## src/rtl/mem_pkg.sv

```systemverilog
// Shared definitions for the memory stage: access-size encodings, FSM states
// and byte-lane helpers.
package mem_pkg;

  localparam logic [2:0] F3_LB  = 3'b000;
  localparam logic [2:0] F3_LH  = 3'b001;
  localparam logic [2:0] F3_LW  = 3'b010;
  localparam logic [2:0] F3_LBU = 3'b100;
  localparam logic [2:0] F3_LHU = 3'b101;
  localparam logic [2:0] F3_SB  = 3'b000;
  localparam logic [2:0] F3_SH  = 3'b001;
  localparam logic [2:0] F3_SW  = 3'b010;

  typedef enum logic [1:0] {IDLE, REQ, WAIT} mem_state_t;

  // funct3[1:0] is the access size; 011/110/111 have no legal size.
  function automatic logic is_misaligned(input logic [2:0] funct3, input logic [1:0] off);
    case (funct3)
      F3_LB, F3_LBU: is_misaligned = 1'b0;
      F3_LH, F3_LHU: is_misaligned = off[0];
      F3_LW:         is_misaligned = (off != 2'b00);
      default:       is_misaligned = 1'b1;
    endcase
  endfunction

  function automatic logic [3:0] lane_be(input logic [2:0] funct3, input logic [1:0] off);
    case (funct3[1:0])
      2'b00:   lane_be = 4'b0001 << off;
      2'b01:   lane_be = 4'b0011 << off;
      default: lane_be = 4'b1111;
    endcase
  endfunction

  function automatic logic [31:0] lane_wdata(input logic [2:0] funct3, input logic [31:0] wd);
    case (funct3[1:0])
      2'b00:   lane_wdata = {4{wd[7:0]}};
      2'b01:   lane_wdata = {2{wd[15:0]}};
      default: lane_wdata = wd;
    endcase
  endfunction

endpackage

```

## src/rtl/load_extend.sv

```systemverilog
// Combinational load-data alignment and sign/zero extension from a 32-bit
// bus word, byte offset and RV32 load funct3.
module load_extend
  import mem_pkg::*;
(
  input  logic [31:0] rdata,
  input  logic [1:0]  offset,
  input  logic [2:0]  funct3,
  output logic [31:0] data
);

  logic [31:0] shifted;

  always_comb begin
    shifted = rdata >> {offset, 3'b000};
    case (funct3)
      F3_LB:   data = {{24{shifted[7]}}, shifted[7:0]};
      F3_LH:   data = {{16{shifted[15]}}, shifted[15:0]};
      F3_LBU:  data = {24'b0, shifted[7:0]};
      F3_LHU:  data = {16'b0, shifted[15:0]};
      default: data = rdata;
    endcase
  end

endmodule

```

## src/rtl/mem_access_unit.sv

```systemverilog
// Memory stage: runs loads/stores over a req/gnt/rvalid bus and registers
// the MEM/WB outputs, stalling earlier stages while a transfer is open.
//
// state | meaning
// IDLE  | no transfer; non-memops flow through in one cycle
// REQ   | mem_req_o held with stable controls until mem_gnt_i
// WAIT  | request granted, waiting for mem_rvalid_i
module mem_access_unit
  import mem_pkg::*;
#(
  parameter int DATA_WIDTH     = 32,
  parameter int REG_ADDR_WIDTH = 4
) (
  input  logic                      clk,
  input  logic                      rst,
  input  logic                      RegWriteM_i,
  input  logic                      ResultSrcM_i,
  input  logic                      MemWriteM_i,
  input  logic [2:0]                Funct3M_i,
  input  logic [DATA_WIDTH-1:0]     ALUResultM_i,
  input  logic [DATA_WIDTH-1:0]     WriteDataM_i,
  input  logic [REG_ADDR_WIDTH-1:0] RdM_i,
  input  logic [DATA_WIDTH-1:0]     PCPlus4M_i,
  output logic                      StallM_o,
  output logic                      MisalignM_o,
  output logic                      mem_req_o,
  output logic                      mem_we_o,
  output logic [DATA_WIDTH-1:0]     mem_addr_o,
  output logic [3:0]                mem_be_o,
  output logic [DATA_WIDTH-1:0]     mem_wdata_o,
  input  logic                      mem_gnt_i,
  input  logic                      mem_rvalid_i,
  input  logic [DATA_WIDTH-1:0]     mem_rdata_i,
  output logic                      RegWriteW_o,
  output logic                      ResultSrcW_o,
  output logic [DATA_WIDTH-1:0]     ALUResultW_o,
  output logic [DATA_WIDTH-1:0]     ReadDataW_o,
  output logic [REG_ADDR_WIDTH-1:0] RdW_o,
  output logic [DATA_WIDTH-1:0]     PCPlus4W_o
);

  mem_state_t                state;
  logic                      is_load, is_store, is_memop, misal;
  logic                      cap_load, cap_rsrc;
  logic [2:0]                cap_f3;
  logic [1:0]                cap_off;
  logic [REG_ADDR_WIDTH-1:0] cap_rd;
  logic [DATA_WIDTH-1:0]     cap_alu, cap_pc4, ext_data;

  assign is_load  = RegWriteM_i & ResultSrcM_i;
  assign is_store = MemWriteM_i;
  assign is_memop = is_load | is_store;
  assign misal    = is_misaligned(Funct3M_i, ALUResultM_i[1:0]);

  load_extend u_load_extend (
    .rdata  (mem_rdata_i),
    .offset (cap_off),
    .funct3 (cap_f3),
    .data   (ext_data)
  );

  always_comb begin
    StallM_o    = 1'b0;
    MisalignM_o = 1'b0;
    case (state)
      IDLE: begin
        StallM_o    = is_memop & ~misal;
        MisalignM_o = is_memop & misal;
      end
      REQ:     StallM_o = 1'b1;
      WAIT:    StallM_o = ~mem_rvalid_i;
      default: StallM_o = 1'b0;
    endcase
  end

  always_ff @(posedge clk) begin
    if (rst) begin
      state        <= IDLE;
      mem_req_o    <= 1'b0;
      mem_we_o     <= 1'b0;
      mem_addr_o   <= '0;
      mem_be_o     <= '0;
      mem_wdata_o  <= '0;
      cap_load     <= 1'b0;
      cap_rsrc     <= 1'b0;
      cap_f3       <= '0;
      cap_off      <= '0;
      cap_rd       <= '0;
      cap_alu      <= '0;
      cap_pc4      <= '0;
      RegWriteW_o  <= 1'b0;
      ResultSrcW_o <= 1'b0;
      ALUResultW_o <= '0;
      ReadDataW_o  <= '0;
      RdW_o        <= '0;
      PCPlus4W_o   <= '0;
    end else begin
      // Bubble by default; only a completed instruction overrides it.
      RegWriteW_o  <= 1'b0;
      ResultSrcW_o <= 1'b0;
      ALUResultW_o <= '0;
      ReadDataW_o  <= '0;
      RdW_o        <= '0;
      PCPlus4W_o   <= '0;
      case (state)
        IDLE: begin
          if (is_memop && !misal) begin
            state       <= REQ;
            mem_req_o   <= 1'b1;
            mem_we_o    <= is_store;
            mem_addr_o  <= {ALUResultM_i[DATA_WIDTH-1:2], 2'b00};
            mem_be_o    <= lane_be(Funct3M_i, ALUResultM_i[1:0]);
            mem_wdata_o <= lane_wdata(Funct3M_i, WriteDataM_i);
            cap_load    <= is_load;
            cap_rsrc    <= ResultSrcM_i;
            cap_f3      <= Funct3M_i;
            cap_off     <= ALUResultM_i[1:0];
            cap_rd      <= RdM_i;
            cap_alu     <= ALUResultM_i;
            cap_pc4     <= PCPlus4M_i;
          end else if (!is_memop) begin
            RegWriteW_o  <= RegWriteM_i;
            ResultSrcW_o <= ResultSrcM_i;
            ALUResultW_o <= ALUResultM_i;
            RdW_o        <= RdM_i;
            PCPlus4W_o   <= PCPlus4M_i;
          end
        end
        REQ: begin
          if (mem_gnt_i) begin
            state     <= WAIT;
            mem_req_o <= 1'b0;
          end
        end
        WAIT: begin
          if (mem_rvalid_i) begin
            state        <= IDLE;
            RegWriteW_o  <= cap_load;
            ResultSrcW_o <= cap_rsrc;
            ALUResultW_o <= cap_alu;
            ReadDataW_o  <= cap_load ? ext_data : '0;
            RdW_o        <= cap_rd;
            PCPlus4W_o   <= cap_pc4;
          end
        end
        default: state <= IDLE;
      endcase
    end
  end

endmodule

```

## config.mk

```make
export PLATFORM = sky130hd
export DESIGN_NAME = mem_access_unit
export DESIGN_NICKNAME = d
export VERILOG_FILES = /design/src/rtl/mem_pkg.sv /design/src/rtl/load_extend.sv /design/src/rtl/mem_access_unit.sv
export SDC_FILE = /design/constraint.sdc
export NUM_CORES = 1
export LEC_CHECK = 0
export BUFFER_PORTS_ARGS = -buffer_cell sky130_fd_sc_hd__clkbuf_2
export CELL_PAD_IN_SITES_DETAIL_PLACEMENT = 1
export CELL_PAD_IN_SITES_GLOBAL_PLACEMENT = 2
export CORE_ASPECT_RATIO = 0.9
export CORE_MARGIN = 2
export CORE_UTILIZATION = 25
export CTS_CLUSTER_DIAMETER = 40
export DETAILED_ROUTE_END_ITERATION = 12
export PLACE_DENSITY = 0.77
export RECOVER_POWER = 50
export SLEW_MARGIN = 40
export SYNTH_ARGS = -nofsm -noshare
export SYNTH_HDL_FRONTEND = slang
export SYNTH_SLANG_ARGS = --single-unit
export TNS_END_PERCENT = 100
```

## constraint.sdc

```tcl
create_clock -name clk -period 2.3 [get_ports clk]
set_input_delay 0.46 -clock clk [delete_from_list [all_inputs] [get_ports clk]]
set_output_delay 0.46 -clock clk [all_outputs]
set_load 0.02 [all_outputs]
```

# ---- After elaboration in Yosys (flattened, before gate mapping)
# Index checks and enable logic that the tools add are counted.
# W data, S select, Z words.
dict set report totals {
  reg_bits 247
  latch_bits 0
  mem_bits_rw 0
  rom_bits 0
  output_inout_bits 174
  wordCells 90
  n_memories 0
}
dict set report classes {
  add_sub_neg 0
  n_mul 0
  n_div 0
  magnitude_cmp 0
  eq_ne 13
  shift 3
  n_mux 33
  n_bitwise 8
  reduce_logical 14
}
# cell n
set op_table {}
lappend op_table {{$mux W32} 6}
lappend op_table {{$pmux W32 S2} 3}
lappend op_table {{$pmux W32 S4} 1}
lappend op_table {{$shr A32 B5 Y16} 1}
lappend op_table {{$pmux W4 S2} 2}
lappend op_table {{$eq A3 B3 Y1 const B} 4}
lappend op_table {{$mux W4} 3}
lappend op_table {{$mux W1} 9}
lappend op_table {{$eq A3 B1 Y1 const B} 2}
lappend op_table {{$logic_not A3 Y1} 2}
lappend op_table {{$mux W2} 3}
lappend op_table {{$ne A2 B2 Y1 const B} 3}
lappend op_table {{$pmux W1 S2} 3}
lappend op_table {{$pmux W1 S3} 2}
lappend op_table {{$pmux W2 S3} 1}
lappend op_table {{$reduce_and A3 Y1} 2}
lappend op_table {{$eq A2 B1 Y1 const B} 2}
lappend op_table {{$logic_not A2 Y1} 2}
lappend op_table {{$not A1 Y1} 4}
lappend op_table {{$reduce_bool A2 Y1} 2}
lappend op_table {{$reduce_or A2 Y1} 2}
lappend op_table {{$reduce_or A4 Y1} 1}
lappend op_table {{$shl A1 B2 Y4 const A} 1}
lappend op_table {{$shl A2 B2 Y4 const A} 1}
lappend op_table {{other kinds (7)} 9}

# ---- Logic depth before layout (Yosys ltp)
dict set report logic_depth {
  depth_word 7
  mapped_depth 7
  ltp_nobuf 4
}

# ---- Cells and area by module
# Synthesis repeated with hierarchy kept, for this count alone.
dict set report unflattened {
  cells_unflattened 995
  area_unflattened_um2 9430.3
}
# module n_inst cells_per_inst area_each_um2
set by_module_without_submodules {}
lappend by_module_without_submodules {mem_access_unit 1 889 8738.4}
lappend by_module_without_submodules {load_extend 1 106 691.9}

# ---- Worst setup path after synthesis
# Ideal clock, no wire load.
dict set report synth_path {
  path_type {input to output}
  startpoint {input ALUResultM_i[1]}
  endpoint {output StallM_o}
  t_arrival_ps 1952
  t_required_ps 1840
  slack_ps -112
  stages 5
  n_path_buf 1
  path_cell_list {clkbuf_1 > or4_1 > a21oi_1 > nor2_1 > o21ai_0}
}
dict set report synth_via {
  elab_chain_cells 5
}
# item line_no
set synth_rtl {}
lappend synth_rtl {{start, declared} mem_access_unit.sv:20} ;# input logic [DATA_WIDTH-1:0] ALUResultM_i,
lappend synth_rtl {{$reduce_bool A2 Y1} mem_pkg.sv:21} ;# F3_LW: is_misaligned = (off != 2'b00);
lappend synth_rtl {{$pmux W1 S3} mem_pkg.sv:18} ;# case (funct3)
lappend synth_rtl {{$not A1 Y1} mem_access_unit.sv:67} ;# StallM_o = is_memop & ~misal;
lappend synth_rtl {{$and A1 B1 Y1} mem_access_unit.sv:67}
lappend synth_rtl {{$pmux W1 S3} mem_access_unit.sv:65} ;# case (state)
lappend synth_rtl {{end, declared} mem_access_unit.sv:24} ;# output logic StallM_o,
# No other way between the ends.

# ---- Worst setup path after layout
dict set report layout_path {
  startpoint {input Funct3M_i[2]}
  endpoint {output StallM_o}
}
dict set report layout_via {
  elab_chain_cells 6
  word_cells_on_any_way 11
  cone_classes {eq/ne: 4; mux: 2; bitwise: 2; reduce/logical: 3}
}
# item line_no
set layout_rtl {}
lappend layout_rtl {{start, declared} mem_access_unit.sv:19} ;# input logic [2:0] Funct3M_i,
lappend layout_rtl {{$eq A3 B1 Y1, or another cell as far along} mem_pkg.sv:18}
lappend layout_rtl {{$reduce_or A2 Y1} mem_pkg.sv:18}
lappend layout_rtl {{$pmux W1 S3 (*)} mem_pkg.sv:18}
lappend layout_rtl {{$not A1 Y1 (*)} mem_access_unit.sv:67}
lappend layout_rtl {{$and A1 B1 Y1 (*)} mem_access_unit.sv:67}
lappend layout_rtl {{$pmux W1 S3 (*)} mem_access_unit.sv:65}
# Every way passes the cells marked *; elsewhere a longest branch is shown, timed or not.

==> flow_metrics.py <==
metrics = {
    "outcome": {
        "status": "finished, final reports clean",
    },
    "clock_tree": {
        "postCtsHoldBufs": 0,
        "cts_root_buffer": "clkbuf_16",
        "clk_pin_slew_worst_paths_ns": 0.05,
        "cts_tree": "built",
        "clkLatencyLatePin_ns": 0.53,
        "cts.sinks": 215,
        "clockBufferDepth": 3,
        "cts_made_buffers": 41,
        "htreeDepth": 2,
    },
    "synthesis": {
        "synth_top_area_frac": 0.519,
        "ys_warn_count": 0,
        "ys_seq_area_frac": 0.519,
        "synthArstFlopShare": 0,
        "syn_inst": 954,
        "synthFlopType": "dfxtp_1",
        "yosysTopAreaCell": "dfxtp_1",
        "avgSynthCellArea_um2": 8.69,
        "synth-edff-count": 0,
        "syn-cell-area_mm2": 0.00829,
        "synth.area.top_cells": "dfxtp_1 52%, nand2_1 8.4%, a22oi_1 6.3%",
        "ys_seq_elements": 215,
        "synth.distinct_cells": 37,
    },
    "layout": {
        "antenna_cells": 0,
        "area_delta_synth_final_pct": 37.0,
        "layout_commonest_cell": "dfxtp_1",
        "final_cells": 1683,
        "fin_nets": 1373,
        "drive_above_1_share": 0.204,
        "mostFrequentLayoutCells": "215 x dfxtp_1, 186 x nand2_1, 173 x clkbuf_1",
    },
    "critical_path": {
        "r2r-end": "ReadDataW_o[6]",
        "startpoint_type": "primary input",
        "cp_cell_sequence": "clkbuf_2 -> or4_4 -> a21oi_2 -> nor2_1 -> o21ai_1 -> buf_4",
        "critPathTopFamily": "simple AND/OR/NAND/NOR gates",
        "endpoint": "StallM_o",
        "cp_max_fo": 4,
        "path_buf_inv": 2,
        "crit_required_ns": 1.84,
        "arrival_ns": 1.76,
        "r2r_cells": 5,
        "crit_path_max_incr_delay_ns": 0.61,
        "crit_type": "primary input to primary output",
        "crit_slowest_cell": "or4_4",
        "reg2reg_slack_ns": 0.30,
        "critPathCaptureType": "primary output",
        "r2r-start": "cap_off[0]",
        "crit_start": "Funct3M_i[2]",
        "path_depth": 6,
    },
    "floorplanning": {
        "io_pins": 316,
        "core.rowCount": 63,
        "dieArea_mm2": 0.0346,
        "die_y_um": 177,
        "start_util": 0.253,
        "die-width_um": 196,
        "core_area_mm2": 0.0328,
    },
    "global_routing": {
        "antenna_found_initial": 1,
        "overflow": 0,
        "grt_pass1_wl_mm": 45.3,
        "grt_max_degree": 148,
        "grt_use_total": 0.165,
        "grt_pass1_vias": 8067,
    },
    "drt": {
        "detail-route-antenna-nets": 0,
        "wl_per_cell_um": 17.3,
        "wirelength_mm": 29.1,
        "via_per_inst": 4.64,
        "drc_errors": 0,
        "drtPass1Iterations": 4,
        "vias": 7812,
        "drt-initial-drc-count": 273,
    },
    "sta": {
        "finalSetupViolations": 0,
        "relSlewSlack": 0.502,
        "fin_ws_ns": 0.0847,
        "hold_violations": 0,
        "finalMaxSlewViolations": 0,
        "min_period_over_period": 0.963,
        "rsz0062_at_grt": "no",
        "fmax_mhz": 451,
        "worstMarginPinSlew_ns": 0.747,
        "period_minus_slack_ns": 2.22,
        "final.setup_skew_ns": 0.0152,
    },
    "power": {
        "peakVddDrop_mv": 0.439,
        "p_sw_frac": 0.262,
        "seq_power_share": 0.356,
        "net-switching-power_mw": 2.96,
        "p_int_mw": 8.34,
        "power_density_mw_per_mm2": 995,
        "power_frac_comb": 0.105,
        "clkPwrFrac": 0.539,
        "leakagePower_nw": 4.58,
    },
    "placement": {
        "port-buffer-count": 313,
        "dp_hpwl_mm": 19.6,
        "place_ws_ns": -0.0773,
        "dpl.cell_count": 1610,
        "gp_congestion": 0.766,
    },
    "worst_hold_path": {
        "hold_path.class": "primary input to flip-flop",
    },
    "run": {
        "cap_violations": 0,
    },
}
synthesized netlist by cell type, drive strengths merged, types with 7 or more instances:
library cell,n
dfxtp,215
and2,8
nor2,111
mux2i,43
a221oi,9
nor3,8
nand2,186
buf,44
a21o,18
o221a,7
a21oi,102
o211ai,8
a211oi,17
clkbuf,66
a22oi,70
inv,11
o21ai,8
power groups by stage:
stage	sequential [mW]	combinational [mW]	clock (mW)
3_3_place_gp	4.09	1.23	0
5_1_grt	4.04	1.32	6.43
4_1_cts	4.02	1.25	6.24
2_1_floorplan	4.19	0.636	0
3_5_place_dp	4.10	1.25	0
6_report	4.02	1.19	6.09
through the flow:
stage,power [mW],util,hold WS (ns),area [um^2],TNS (ns)
after floorplan,4.82,-,0.436,8300,-0.481
after global placement,5.32,0.310,0.442,10200,-0.990
after detailed placement,5.35,0.310,0.449,10200,-2.25
after CTS,11.5,0.353,0.135,11600,0
after global routing,11.8,0.346,0.163,11400,0
final,11.3,0.346,0.167,11400,0
state kept, by name (all words and copies together) (netlist names), 2 cells and up:
name and cells:
cap_pc4 32, mem_wdata_o 32, state 2, cap_alu 31, PCPlus4W_o 32, RdW_o 4, ALUResultW_o 32, ReadDataW_o 32
cap_rd 4, cap_f3 3, mem_be_o 4
timing repair:
| item | in CTS | in global routing |
|---|---|---|
| resized for setup | 0 | 4 |
| endpoints found under the setup margin | 0 | 2 |
| buffers inserted | 0 | 0 |
layout make-up:
class	instances	area [um^2]
flip-flops and latches	215	4300
fillers	3962	21400
clock inverters	20	223
inverters	12	45.0
clock buffers	53	1190
well taps	422	528
repair buffers	343	1660
multi-input cells	618	3410
routing by layer:
metal | track usage | vias up | share of wire
met4 | 0.0473 | 0 | 0.019
met2 | 0.262 | 236 | 0.45
li1 | - | 3801 | -
met1 | 0.215 | 3726 | 0.45
met3 | 0.0511 | 49 | 0.076
met5 | 0 | - | 0
cell families (layout without fill, tap and decap cells):
| kind of cell | count (synthesis) | in the layout | synth area share |
|---|---|---|---|
| AND/OR/NAND/NOR | 328 | 328 | 0.158 |
| AO/OA/AOI/OAI | 244 | 244 | 0.195 |
| flip-flops | 215 | 215 | 0.519 |
| buffers and inverters | 122 | 428 | 0.0723 |
| multiplexers | 44 | 44 | 0.0546 |
| other | 1 | 2 | 0.000452 |
worst min-delay path by stage:
stage | startpoint | endpoint | cells past startpoint | slack (ns)
floorplan | cap_pc4[0] | cap_pc4[0] | 2 | 0.44
global placement | cap_pc4[2] | cap_pc4[2] | 2 | 0.44
detailed placement | cap_pc4[31] | cap_pc4[31] | 2 | 0.45
CTS | mem_rdata_i[29] | ReadDataW_o[29] | 2 | 0.14
global route | mem_rdata_i[30] | ReadDataW_o[30] | 2 | 0.16
finish | mem_rdata_i[29] | ReadDataW_o[29] | 2 | 0.17
No activity file was read; power rests on OpenSTA's default activity.
